<file path="config.mk">
export PLATFORM = sky130hd
export DESIGN_NAME = rot_cnt_fsm
export DESIGN_NICKNAME = d
export VERILOG_FILES = /design/src/rtl/rot_cnt_fsm.sv
export SDC_FILE = /design/constraint.sdc
export NUM_CORES = 1
export LEC_CHECK = 0
export BUFFER_PORTS_ARGS = -buffer_cell sky130_fd_sc_hd__buf_4
export CORE_AREA = 4 4 41 43
export DETAILED_ROUTE_END_ITERATION = 10
export DIE_AREA = 0 0 45 47
export PLACE_DENSITY = 0.68
export SYNTH_ARGS = -nofsm -noshare
export SYNTH_HDL_FRONTEND = slang
export SYNTH_SLANG_ARGS = --single-unit
</file>
<file path="constraint.sdc">
create_clock -name clk -period 2.9 [get_ports clk]
set_input_delay 0.58 -clock clk [delete_from_list [all_inputs] [get_ports clk]]
set_output_delay 0.58 -clock clk [all_outputs]
set_load 0.02 [all_outputs]
</file>
<file path="src/rtl/rot_cnt_fsm.sv">
// rot_cnt_fsm: quadrature detent sequencer for the rotation counter.
// Ports: clk, rst (sync, active-low), quad_ctl[1:0], run -> enable, up_down, error.
// Emits one count strobe plus direction per full Gray detent cycle.
// Skipped codes go to an error state that waits for the 00 rest code.
// Optional input deglitch filter: define QUAD_FILTER_EN (uses FILT_CYCLES).
module rot_cnt_fsm #(
  parameter int unsigned FILT_CYCLES = 4
) (
  input  logic       clk,
  input  logic       rst,
  input  logic [1:0] quad_ctl,
  input  logic       run,
  output logic       enable,
  output logic       up_down,
  output logic       error
);

  localparam logic [3:0] S_SYNC = 4'd0;
  localparam logic [3:0] S_IDLE = 4'd1;
  localparam logic [3:0] S_CW1  = 4'd2;
  localparam logic [3:0] S_CW2  = 4'd3;
  localparam logic [3:0] S_CW3  = 4'd4;
  localparam logic [3:0] S_CCW1 = 4'd5;
  localparam logic [3:0] S_CCW2 = 4'd6;
  localparam logic [3:0] S_CCW3 = 4'd7;
  localparam logic [3:0] S_ERR  = 4'd8;

  if (FILT_CYCLES < 2 || FILT_CYCLES > 15) begin : g_bad_filt
    $error("FILT_CYCLES out of range 2..15");
  end

  logic [1:0] code;

`ifdef QUAD_FILTER_EN
  logic [1:0] code_q, code_d;
  logic [1:0] cand_q, cand_d;
  logic [3:0] cnt_q, cnt_d;

  // cnt counts consecutive samples of cand that differ
  // from the held code; a full run replaces the held code.
  always_comb begin
    code_d = code_q;
    cand_d = cand_q;
    cnt_d  = cnt_q;
    if (quad_ctl == code_q) begin
      cnt_d = '0;
    end else if (quad_ctl == cand_q) begin
      cnt_d = cnt_q + 4'd1;
    end else begin
      cand_d = quad_ctl;
      cnt_d  = 4'd1;
    end
    if (cnt_d == 4'(FILT_CYCLES)) begin
      code_d = quad_ctl;
      cnt_d  = '0;
    end
  end

  always_ff @(posedge clk) begin
    if (!rst) begin
      code_q <= 2'b00;
      cand_q <= 2'b00;
      cnt_q  <= '0;
    end else begin
      code_q <= code_d;
      cand_q <= cand_d;
      cnt_q  <= cnt_d;
    end
  end

  assign code = code_q;
`else
  assign code = quad_ctl;
`endif

  logic [3:0] state_q, state_d;
  logic       en_q, en_d;
  logic       up_q, up_d;
  logic       err_q, err_d;
  logic       done_cw, done_ccw;

  always_comb begin
    state_d  = state_q;
    done_cw  = 1'b0;
    done_ccw = 1'b0;
    unique case (state_q)
      S_SYNC: begin
        if (code == 2'b00) state_d = S_IDLE;
      end
      S_IDLE: begin
        unique case (code)
          2'b01:   state_d = S_CW1;
          2'b10:   state_d = S_CCW1;
          2'b11:   state_d = S_ERR;
          default: state_d = S_IDLE;
        endcase
      end
      S_CW1: begin
        unique case (code)
          2'b11:   state_d = S_CW2;
          2'b00:   state_d = S_IDLE;
          2'b10:   state_d = S_ERR;
          default: state_d = S_CW1;
        endcase
      end
      S_CW2: begin
        unique case (code)
          2'b10:   state_d = S_CW3;
          2'b01:   state_d = S_CW1;
          2'b00:   state_d = S_ERR;
          default: state_d = S_CW2;
        endcase
      end
      S_CW3: begin
        unique case (code)
          2'b00: begin
            state_d = S_IDLE;
            done_cw = 1'b1;
          end
          2'b11:   state_d = S_CW2;
          2'b01:   state_d = S_ERR;
          default: state_d = S_CW3;
        endcase
      end
      S_CCW1: begin
        unique case (code)
          2'b11:   state_d = S_CCW2;
          2'b00:   state_d = S_IDLE;
          2'b01:   state_d = S_ERR;
          default: state_d = S_CCW1;
        endcase
      end
      S_CCW2: begin
        unique case (code)
          2'b01:   state_d = S_CCW3;
          2'b10:   state_d = S_CCW1;
          2'b00:   state_d = S_ERR;
          default: state_d = S_CCW2;
        endcase
      end
      S_CCW3: begin
        unique case (code)
          2'b00: begin
            state_d  = S_IDLE;
            done_ccw = 1'b1;
          end
          2'b11:   state_d = S_CCW2;
          2'b10:   state_d = S_ERR;
          default: state_d = S_CCW3;
        endcase
      end
      S_ERR: begin
        if (code == 2'b00) state_d = S_IDLE;
      end
      default: state_d = S_SYNC;
    endcase
  end

  // With run low a completed detent is dropped and
  // the direction keeps its last counted value.
  always_comb begin
    en_d  = run & (done_cw | done_ccw);
    up_d  = up_q;
    err_d = (state_d == S_ERR);
    if (en_d) up_d = done_cw;
  end

  always_ff @(posedge clk) begin
    if (!rst) begin
      state_q <= S_SYNC;
      en_q    <= 1'b0;
      up_q    <= 1'b1;
      err_q   <= 1'b0;
    end else begin
      state_q <= state_d;
      en_q    <= en_d;
      up_q    <= up_d;
      err_q   <= err_d;
    end
  end

  assign enable  = en_q;
  assign up_down = up_q;
  assign error   = err_q;

endmodule

</file>
Word level (Yosys, flattened, before mapping)
Cells that the tools add are included.

operators by class
  bitwise gates (word level) = 2
  reduce and logical (&&, ||, !) cells = 3
  equal/unequal tests = 12
  muxes and demuxes = 12

operators by type and width
  kind                                                  number
  case mux 4 bit (3 select lines)                       7
  case mux 4 bit (8 select lines)                       1
  equality test 4 x 3 -> 1 bit (second input constant)  4
  equality test 4 x 2 -> 1 bit (second input constant)  2
  equality test 4 bit (second input constant)           2
  equality test 2 bit (second input constant)           2
  equality test 4 x 1 -> 1 bit (second input constant)  1
  logical NOT 4 bit                                     1
  two-way mux 4 bit                                     1
  two-way mux 1 bit                                     3
  equality test 2 x 1 -> 1 bit (second input constant)  1
  logical NOT 2 bit                                     1
  OR reduction 2 bit                                    1
  AND 1 bit                                             1
  OR 1 bit                                              1

storage, ports and cells
  logic and storage cells = 33
  bits in registers = 7
  output and inout bits = 3

Logic depth before layout (Yosys ltp)
Gate-level depths: netlist (run 1).

  depth after elaboration = 5
  mapped depth = 7
  mapped depth without buffers = 7

Least setup slack after synthesis (run 1)
OpenSTA, ideal clock, no wires.

  path type = input to register
  from = in quad_ctl[1]
  to = reg err_q, in the netlist error
  stages on the path = 7
  slack = 1.067 ns
  required time = 2.784 ns
  data arrival time = 1.717 ns
  path buffers = 0
  cell sequence = inv_1 -> ha_1 -> nor2b_4 -> o21ba_1 -> a2111oi_4 -> nor3_1 -> and4_1

between the ends
  word-level cells in the longest chain between the ends = 4

ends and longest elaborated chain
  what                                                           RTL line  RTL
  start: declaration                                             11        input logic [1:0] quad_ctl,
  equality test 2 bit, or another cell as far along              -
  case mux 4 bit (3 select lines), or another cell as far along  142       unique case (code)
  case mux 4 bit (8 select lines) (*)                            86        unique case (state_q)
  equality test 4 bit (*)                                        164       err_d = (state_d == S_ERR);
  end signal: assignment                                         178       err_q <= err_d;
  end: declaration                                               79        logic err_q, err_d;

Every way passes the cells marked *; elsewhere a longest branch is shown, timed or not.
A chain may end at the register's enable or synchronous reset.

Final worst setup path (run 1)
Same ends and word-level chain as after synthesis.

==> metrics.md, run 1 <==
| Metric | Value |
|---|---|
| Outcome | `completed` |
| Layout cells sized above 1 | `0.1882` |
| DRT met1 WL | `~610 um` |
| Crit-path max FO | `5` |
| Ys flop type | `dfxtp_1` |
| Hold/Removal Path Class | `reg2reg` |
| Max-slew violations | `0` |
| Synthesis-stage register bit count | `7` |
| Vias in the first global route | `approximately 520` |
| Pre-antenna DRT Iters | `4` |
| DR top layer | `met3` |
| RSZ-0062 raised after global routing | `no` |
| DR iter-0 viols | `30` |
| Yosys warns | `0` |
| Netlist cell types | `34` |
| Final Hold Viols | `0` |
| Final cell count without fillers | `100` |
| Area after DPL | `around 690 um^2` |
| Post-synthesis sequential area ratio | `0.2192` |
| CP endpoint kind | `flip-flop` |
| Largest net degree at the start of global routing | `16` |
| Clk slew on worst S/H paths | `0.05 ns` |
| Final Net Count | `99` |
| Vias per Instance | `5.680` |
| Setup TNS | `0 ns` |
| Worst r2r src | `state_q[1]$_SDFF_PN0_` |
| DR DRC count | `0` |
| Max Cap Viol | `0` |
| Placement Rows | `13` |
| Clock buffer depth | `2` |
| Post-synth EDFFs | `0` |
| Slew Limit Headroom | `0.6658` |
| Fraction of the cycle the final worst path needs | `0.6326` |
| Routed Antenna Nets | `0` |
| Reg2reg end | `error$_SDFF_PN0_` |
| Logic pwr share | `0.214` |
| Detailed placement HPWL | `a little under 1 mm` |
| Vias post-DR | `between 500 and 600` |
| End point of the critical path | `error$_SDFF_PN0_` |
| Clock sink total | `7` |
| Reg power frac | `0.446` |
| Syn avg cell area | `~8.3 um^2` |
| Synth Cell Area | `around 640 um^2` |
| Worst-path cell chain | `buf_4, inv_1, ha_1, nor2b_4, o21ba_1, a2111oi_4, nor3_1, and4_1` |
| CTS-repair resized insts | `0` |
| WL met2 | `around 600 um` |
| Peak supply drop | `around 0.00017 V` |
| Hold path startpoint | `up_down$_SDFFE_PN1P_` |
| P_int | `roughly 180 uW` |
| H-tree levels | `1` |
| Startpoint types | `input pin` |
| Setup-failing EPs final | `0` |
| CTS buffer count | `3` |
| Syn_nets | `90` |
| Total power | `244.8 uW` |
| Largest stage delay, worst path | `around 0.33 ns` |
| Post-route cell area | `~720 um^2` |
| First-pass GRT wire length | `~2.3 mm` |
| Post-CTS setup buffer count | `0` |
| Hold_buf cts | `0` |
| ANT cells | `0` |
| Crit Path Class | `in2reg` |
| Worst-Margin Slew | `~0.50 ns` |
| Port Buffers | `7` |
| R2r setup slk | `roughly 1.2 ns` |
| CP Data Arrival Time | `around 2 ns` |
| Die area | `approximately 0.0021 mm^2` |
| Clk pwr share | `0.340` |
| Pre-CTS setup slack | `roughly 0.80 ns` |
| Area grow syn2layout | `12.52%` |
| Psw | `about 67 uW` |
| Final WL | `around 1.2 mm` |
| CP required | `3.03 ns` |
| Clock latency at the later pin of the worst-skew pair | `0.24 ns` |
| Placer Congestion | `roughly 0.83` |
| Power per cell area | `about 340 mW/mm^2` |
| Final Skew | `roughly 0.00064 ns` |
| Area of the core | `around 0.0013 mm^2` |
| Met3 Wirelength | `between 30 and 40 um` |
| Global-route usage over all layers | `0.1461` |
| Die Y | `about 47 um` |
| Final WS setup | `~1.1 ns` |
| Initial Utilization | `0.4913` |
| Net Sw Frac | `0.2737` |
| Static Leak | `about 0.00031 uW` |
| I/O Pins | `8` |
| Commonest non-fill, non-tap cells in the layout | `nor2_1 (8), ha_1 (8), dfxtp_1 (7), buf_4 (7)` |
| Number of cells after detailed placement | `96` |
| Initial antenna violation count | `0` |
| Mapped Cells | `77` |
| Worst r2r path cells | `5` |
| CTS tree | `built` |
| FFs w/ async S/R, synth | `0` |
| Remaining Overflow, GRT | `0` |
| F_max | `about 550 MHz` |
| Crit-path slowest cell | `a2111oi_4` |
| CTS root buf | `clkbuf_4` |
| Die Wd | `around 45 um` |
| Minimum period implied by the final worst setup slack | `1.835 ns` |
| Routed len/inst | `around 12 um` |
| CP startpoint | `quad_ctl[1]` |
[metrics by stage]
stage | utilization | hold slack [ns]
6_report | 0.5529 | 0.5040
5_1_grt | 0.5529 | 0.5436
2_1_floorplan | - | 0.5792
3_5_place_dp | 0.5327 | 0.5078
3_3_place_gp | 0.5327 | 0.4980
4_1_cts | 0.5529 | 0.5098
[logic make-up after synthesis]
group                    synth area share
flip-flops                         0.2192
AO/OA/AOI/OAI                      0.2153
XOR/XNOR                          0.01370
adder cells (fa/ha/maj)            0.1566
buffers and inverters             0.05676
AND/OR/NAND/NOR                    0.3033
multiplexers                      0.03522
[worst max-delay path: cells and delay by family]
kind	cells	cell delay, ns
adders and majority gates	1	0.27
buffers and inverters	2	0.25
AOI/OAI and AO/OA	2	0.54
and+or+nand+nor	3	0.34
[final cells by class]
class,instances,area (um^2)
Fill cell,117,581.8
Clock buffer,4,26.28
Timing Repair Buffer,7,52.55
Inverter,5,18.77
Sequential cell,7,140.1
Multi-Input combinational cell,62,462.9
Tap cell,15,18.77
[state kept, by name (all words and copies together), names as in the netlist]
name	count
up_down	1
enable	1
state_q	4
error	1
[layer usage]
layer	vias to the layer above	GRT usage
li1	293	-
met1	263	0.2000
met2	12	0.2147
met3	0	0.05747
met4	0	0.03509
met5	-	0
[how the worst min path moves through the flow]
| stage | to | slack (ns) | cells after the start |
|---|---|---|---|
| final | up_down$_SDFFE_PN1P_ | 0.50 | 2 |
| after detailed placement | up_down$_SDFFE_PN1P_ | 0.51 | 2 |
| after global placement | up_down$_SDFFE_PN1P_ | 0.50 | 2 |
| after global routing | up_down$_SDFFE_PN1P_ | 0.54 | 2 |
| after CTS | up_down$_SDFFE_PN1P_ | 0.51 | 2 |
| after floorplan | up_down$_SDFFE_PN1P_ | 0.58 | 2 |
[power by group through the flow]
| stage | registers (uW) | logic, uW | clock network (uW) |
|---|---|---|---|
| final | 109 | 52.5 | 83.2 |
| after detailed placement | 111 | 51.7 | 0 |
| after global routing | 110 | 58.6 | 94.0 |
| after floorplan | 105 | 43.2 | 0 |
| after CTS | 109 | 52.0 | 87.6 |
| after global placement | 111 | 52.6 | 0 |
[cells in the mapped netlist, types with 2 or more instances]
cell	n	area (um^2)
nor4b_1	2	17.52
nand2_1	5	18.77
a21oi_1	4	20.02
and3_1	2	12.51
nor3_1	4	20.02
ha_1	8	100.1
nor2_1	8	30.03
nand3_1	4	20.02
o21ai_0	3	15.01
inv_1	5	18.77
nor2b_1	2	12.51
dfxtp_1	7	140.1
buf_2	2	10.01
Power figures use the tool's default switching activity.
==> run 2, diff against run 1 <==
- CORE_AREA: 4 4 41 43 -> not set
- CORE_MARGIN: not set -> 4
- CORE_UTILIZATION: not set -> 49
- DIE_AREA: 0 0 45 47 -> not set
- PLACE_DENSITY: 0.68 -> 0.72
- clock period: 2.9 -> 1.5 ns (I/O delays scaled with it)
==> run 2 against run 1 <==
Effect of this change:
- clock skew is 0.0072 ns higher
- critical path depth fell by 3
- register-to-register slack got worse by 1.1 ns
- non-clock buffer count grew 17
- flip-flop and latch count did not move
- critical path type is now reg2reg
==> metrics.md, run 2 (synthesis results as in run 1) <==
| Metric | Value |
|---|---|
| Outcome | `completed (unchanged)` |
| Top reg by flops | `state_q (unchanged)` |
| Die area | `0.001947 mm^2 (was 0.002115 mm^2)` |
| Pre-antenna DRT Iters | `6 (was 4)` |
| Max-slew violations | `0 (unchanged)` |
| Clk slew on worst S/H paths | `0.06 ns (was 0.05 ns)` |
| DR iter-0 viols | `27 (was 30)` |
| Crit Path Class | `reg2reg (was in2reg)` |
| Met3 Wirelength | `137 um (was 39 um)` |
| CTS buffer count | `3 (unchanged)` |
| Vias in the first global route | `548 (was 516)` |
| Area after DPL | `844.6 um^2 (was 693.2 um^2)` |
| Worst r2r path cells | `5 (unchanged)` |
| Final core area utilization | `0.7628 (was 0.5529)` |
| Final Net Count | `116 (was 99)` |
| CP Data Arrival Time | `1.60 ns (was 1.97 ns)` |
| Remaining Overflow, GRT | `0 (unchanged)` |
| Peak supply drop | `0.0005049 V (was 0.0001651 V)` |
| Layout cells sized above 1 | `0.3824 (was 0.1882)` |
| Final Skew | `0.007824 ns (was 0.0006355 ns)` |
| CTS root buf | `clkbuf_4 (unchanged)` |
| Pre-CTS setup slack | `-0.1627 ns (was 0.8025 ns)` |
| Worst-Margin Slew | `0.3521 ns (was 0.5006 ns)` |
| Number of cells after detailed placement | `112 (was 96)` |
| Routed len/inst | `13.56 um (was 12.49 um)` |
| Routed Antenna Nets | `0 (unchanged)` |
| Setup-failing EPs final | `0 (unchanged)` |
| Post-route cell area | `893.4 um^2 (was 719.4 um^2)` |
| Power per cell area | `598.1 mW/mm^2 (was 340.3 mW/mm^2)` |
| Area of the core | `0.001171 mm^2 (was 0.001301 mm^2)` |
| Worst r2r src | `state_q[2]$_SDFF_PN0_ (was state_q[1]$_SDFF_PN0_)` |
| Final cell count without fillers | `116 (was 100)` |
| End point of the critical path | `error$_SDFF_PN0_ (unchanged)` |
| Placement Rows | `12 (was 13)` |
| Largest net degree at the start of global routing | `11 (was 16)` |
| ANT cells | `0 (unchanged)` |
| Minimum period implied by the final worst setup slack | `around 1.4 ns` |
| Global-route usage over all layers | `0.1754 (was 0.1461)` |
| Vias post-DR | `670 (was 568)` |
| Clock latency at the later pin of the worst-skew pair | `0.26 ns (was 0.24 ns)` |
| Max Cap Viol | `0 (unchanged)` |
| Final WL | `1.573 mm (was 1.249 mm)` |
| Slew Limit Headroom | `0.7620 (was 0.6658)` |
| Hold_buf cts | `0 (unchanged)` |
| CP required | `1.66 ns (was 3.03 ns)` |
| Initial antenna violation count | `0 (unchanged)` |
| Hold path startpoint | `rst (was up_down$_SDFFE_PN1P_)` |
| First-pass GRT wire length | `2.484 mm (was 2.270 mm)` |
| Commonest non-fill, non-tap cells in the layout | `buf_4 (22), nor2_1 (8), ha_1 (7) (was nor2_1 (8), ha_1 (8), dfxtp_1 (7), buf_4 (7))` |
| Area grow syn2layout | `39.73% (was 12.52%)` |
| Max reg flops | `4 (unchanged)` |
| Reg2reg end | `error$_SDFF_PN0_ (unchanged)` |
| Hold depth | `2 (unchanged)` |
| Hold/Removal Path Class | `in2reg (was reg2reg)` |
| Detailed placement HPWL | `1.145 mm (was 969.9 um)` |
| I/O Pins | `8 (unchanged)` |
| F_max | `slightly below 700 MHz` |
| Vias per Instance | `5.776 (was 5.680)` |
| CP endpoint kind | `flip-flop (unchanged)` |
| Post-CTS setup buffer count | `0 (unchanged)` |
| Clock buffer depth | `2 (unchanged)` |
| Port Buffers | `7 (unchanged)` |
| Final WS setup | `0.05848 ns (was 1.065 ns)` |
| CTS tree | `built (unchanged)` |
| Placer Congestion | `0.9186 (was 0.8304)` |
| H-tree levels | `1 (unchanged)` |
| DRT met1 WL | `670 um (was 609 um)` |
| Crit-path max FO | `7 (was 5)` |
| Static Leak | `0.0004077 uW (was 0.0003078 uW)` |
| Total power | `534.3 uW (was 244.8 uW)` |
| Fill cell count | `92 (was 117)` |
| Die Y | `44.12 um (was 47 um)` |
| Initial Utilization | `0.5459 (was 0.4913)` |
| R2r setup slk | `0.06 ns (was 1.17 ns)` |
| CP startpoint | `state_q[2]$_SDFF_PN0_ (was quad_ctl[1])` |
| Startpoint types | `flip-flop (was input pin)` |
| Die Wd | `44.12 um (was 45 um)` |
| DR top layer | `met4 (was met3)` |
| Fraction of the cycle the final worst path needs | `0.9610` |
| DR DRC count | `0 (unchanged)` |
| WL met2 | `752 um (was 600 um)` |
| Clock sink total | `7 (unchanged)` |
| Most common cell after layout, fill and taps aside | `buf_4` |
| Final Hold Viols | `0 (unchanged)` |
[run 2: cell count changes in the layout (fill, tap and decap cells not counted), sizes merged]
cell,delta
buf,+17
[run 2: per-layer routing]
metal	up-vias	track usage
met4	0	0.05422
met5	-	0
met1	311	0.2354
met3	2	0.07317
li1	328	-
met2	29	0.2529
[run 2: stage by stage]
stage          setup TNS, ns  hold WS (ns)
6_report                   0        0.2719
5_1_grt            -0.007312        0.2622
4_1_cts                    0        0.2723
3_5_place_dp         -0.3523        0.5031
3_3_place_gp         -0.3862        0.4933
2_1_floorplan              0        0.3889
[run 2: timing repair]
item / CTS / global route
pin swaps: 0 / 2
gates resized for setup: 1 / 5
setup endpoints to repair: 1 / 1
[run 2: how the worst min path moves through the flow]
| stage | to | slack (ns) |
|---|---|---|
| global route | up_down$_SDFFE_PN1P_ | 0.26 |
| CTS | up_down$_SDFFE_PN1P_ | 0.27 |
| floorplan | up_down$_SDFFE_PN1P_ | 0.39 |
| global placement | up_down$_SDFFE_PN1P_ | 0.49 |
| detailed placement | up_down$_SDFFE_PN1P_ | 0.50 |
| finish | up_down$_SDFFE_PN1P_ | 0.27 |
[run 2: cell type report]
cell class | count | area [um^2] | area share
timing repair buffer | 24 | 196.4 | 0.2199
multi-input combinational | 62 | 491.7 | 0.5504
inverter | 5 | 18.77 | 0.02101
tap | 14 | 17.52 | 0.01961
clock buffer | 4 | 26.28 | 0.02941
sequential | 7 | 142.6 | 0.1597
[run 2: power by group]
group	switching (uW)	leakage, uW	internal (uW)	total, uW
Combinational	71.2	0.000335	82.0	153
Sequential	10.7	0.0000576	194	204
Clock	74.8	0.0000150	102	177
[run 2: worst max-delay path, cell delays in order, from the launching register on]
cell and delay (ns):
dfxtp_2 0.36, and2b_4 0.20, o21ba_1 0.23, nor4b_2 0.29
nor3_2 0.09, and4_1 0.17
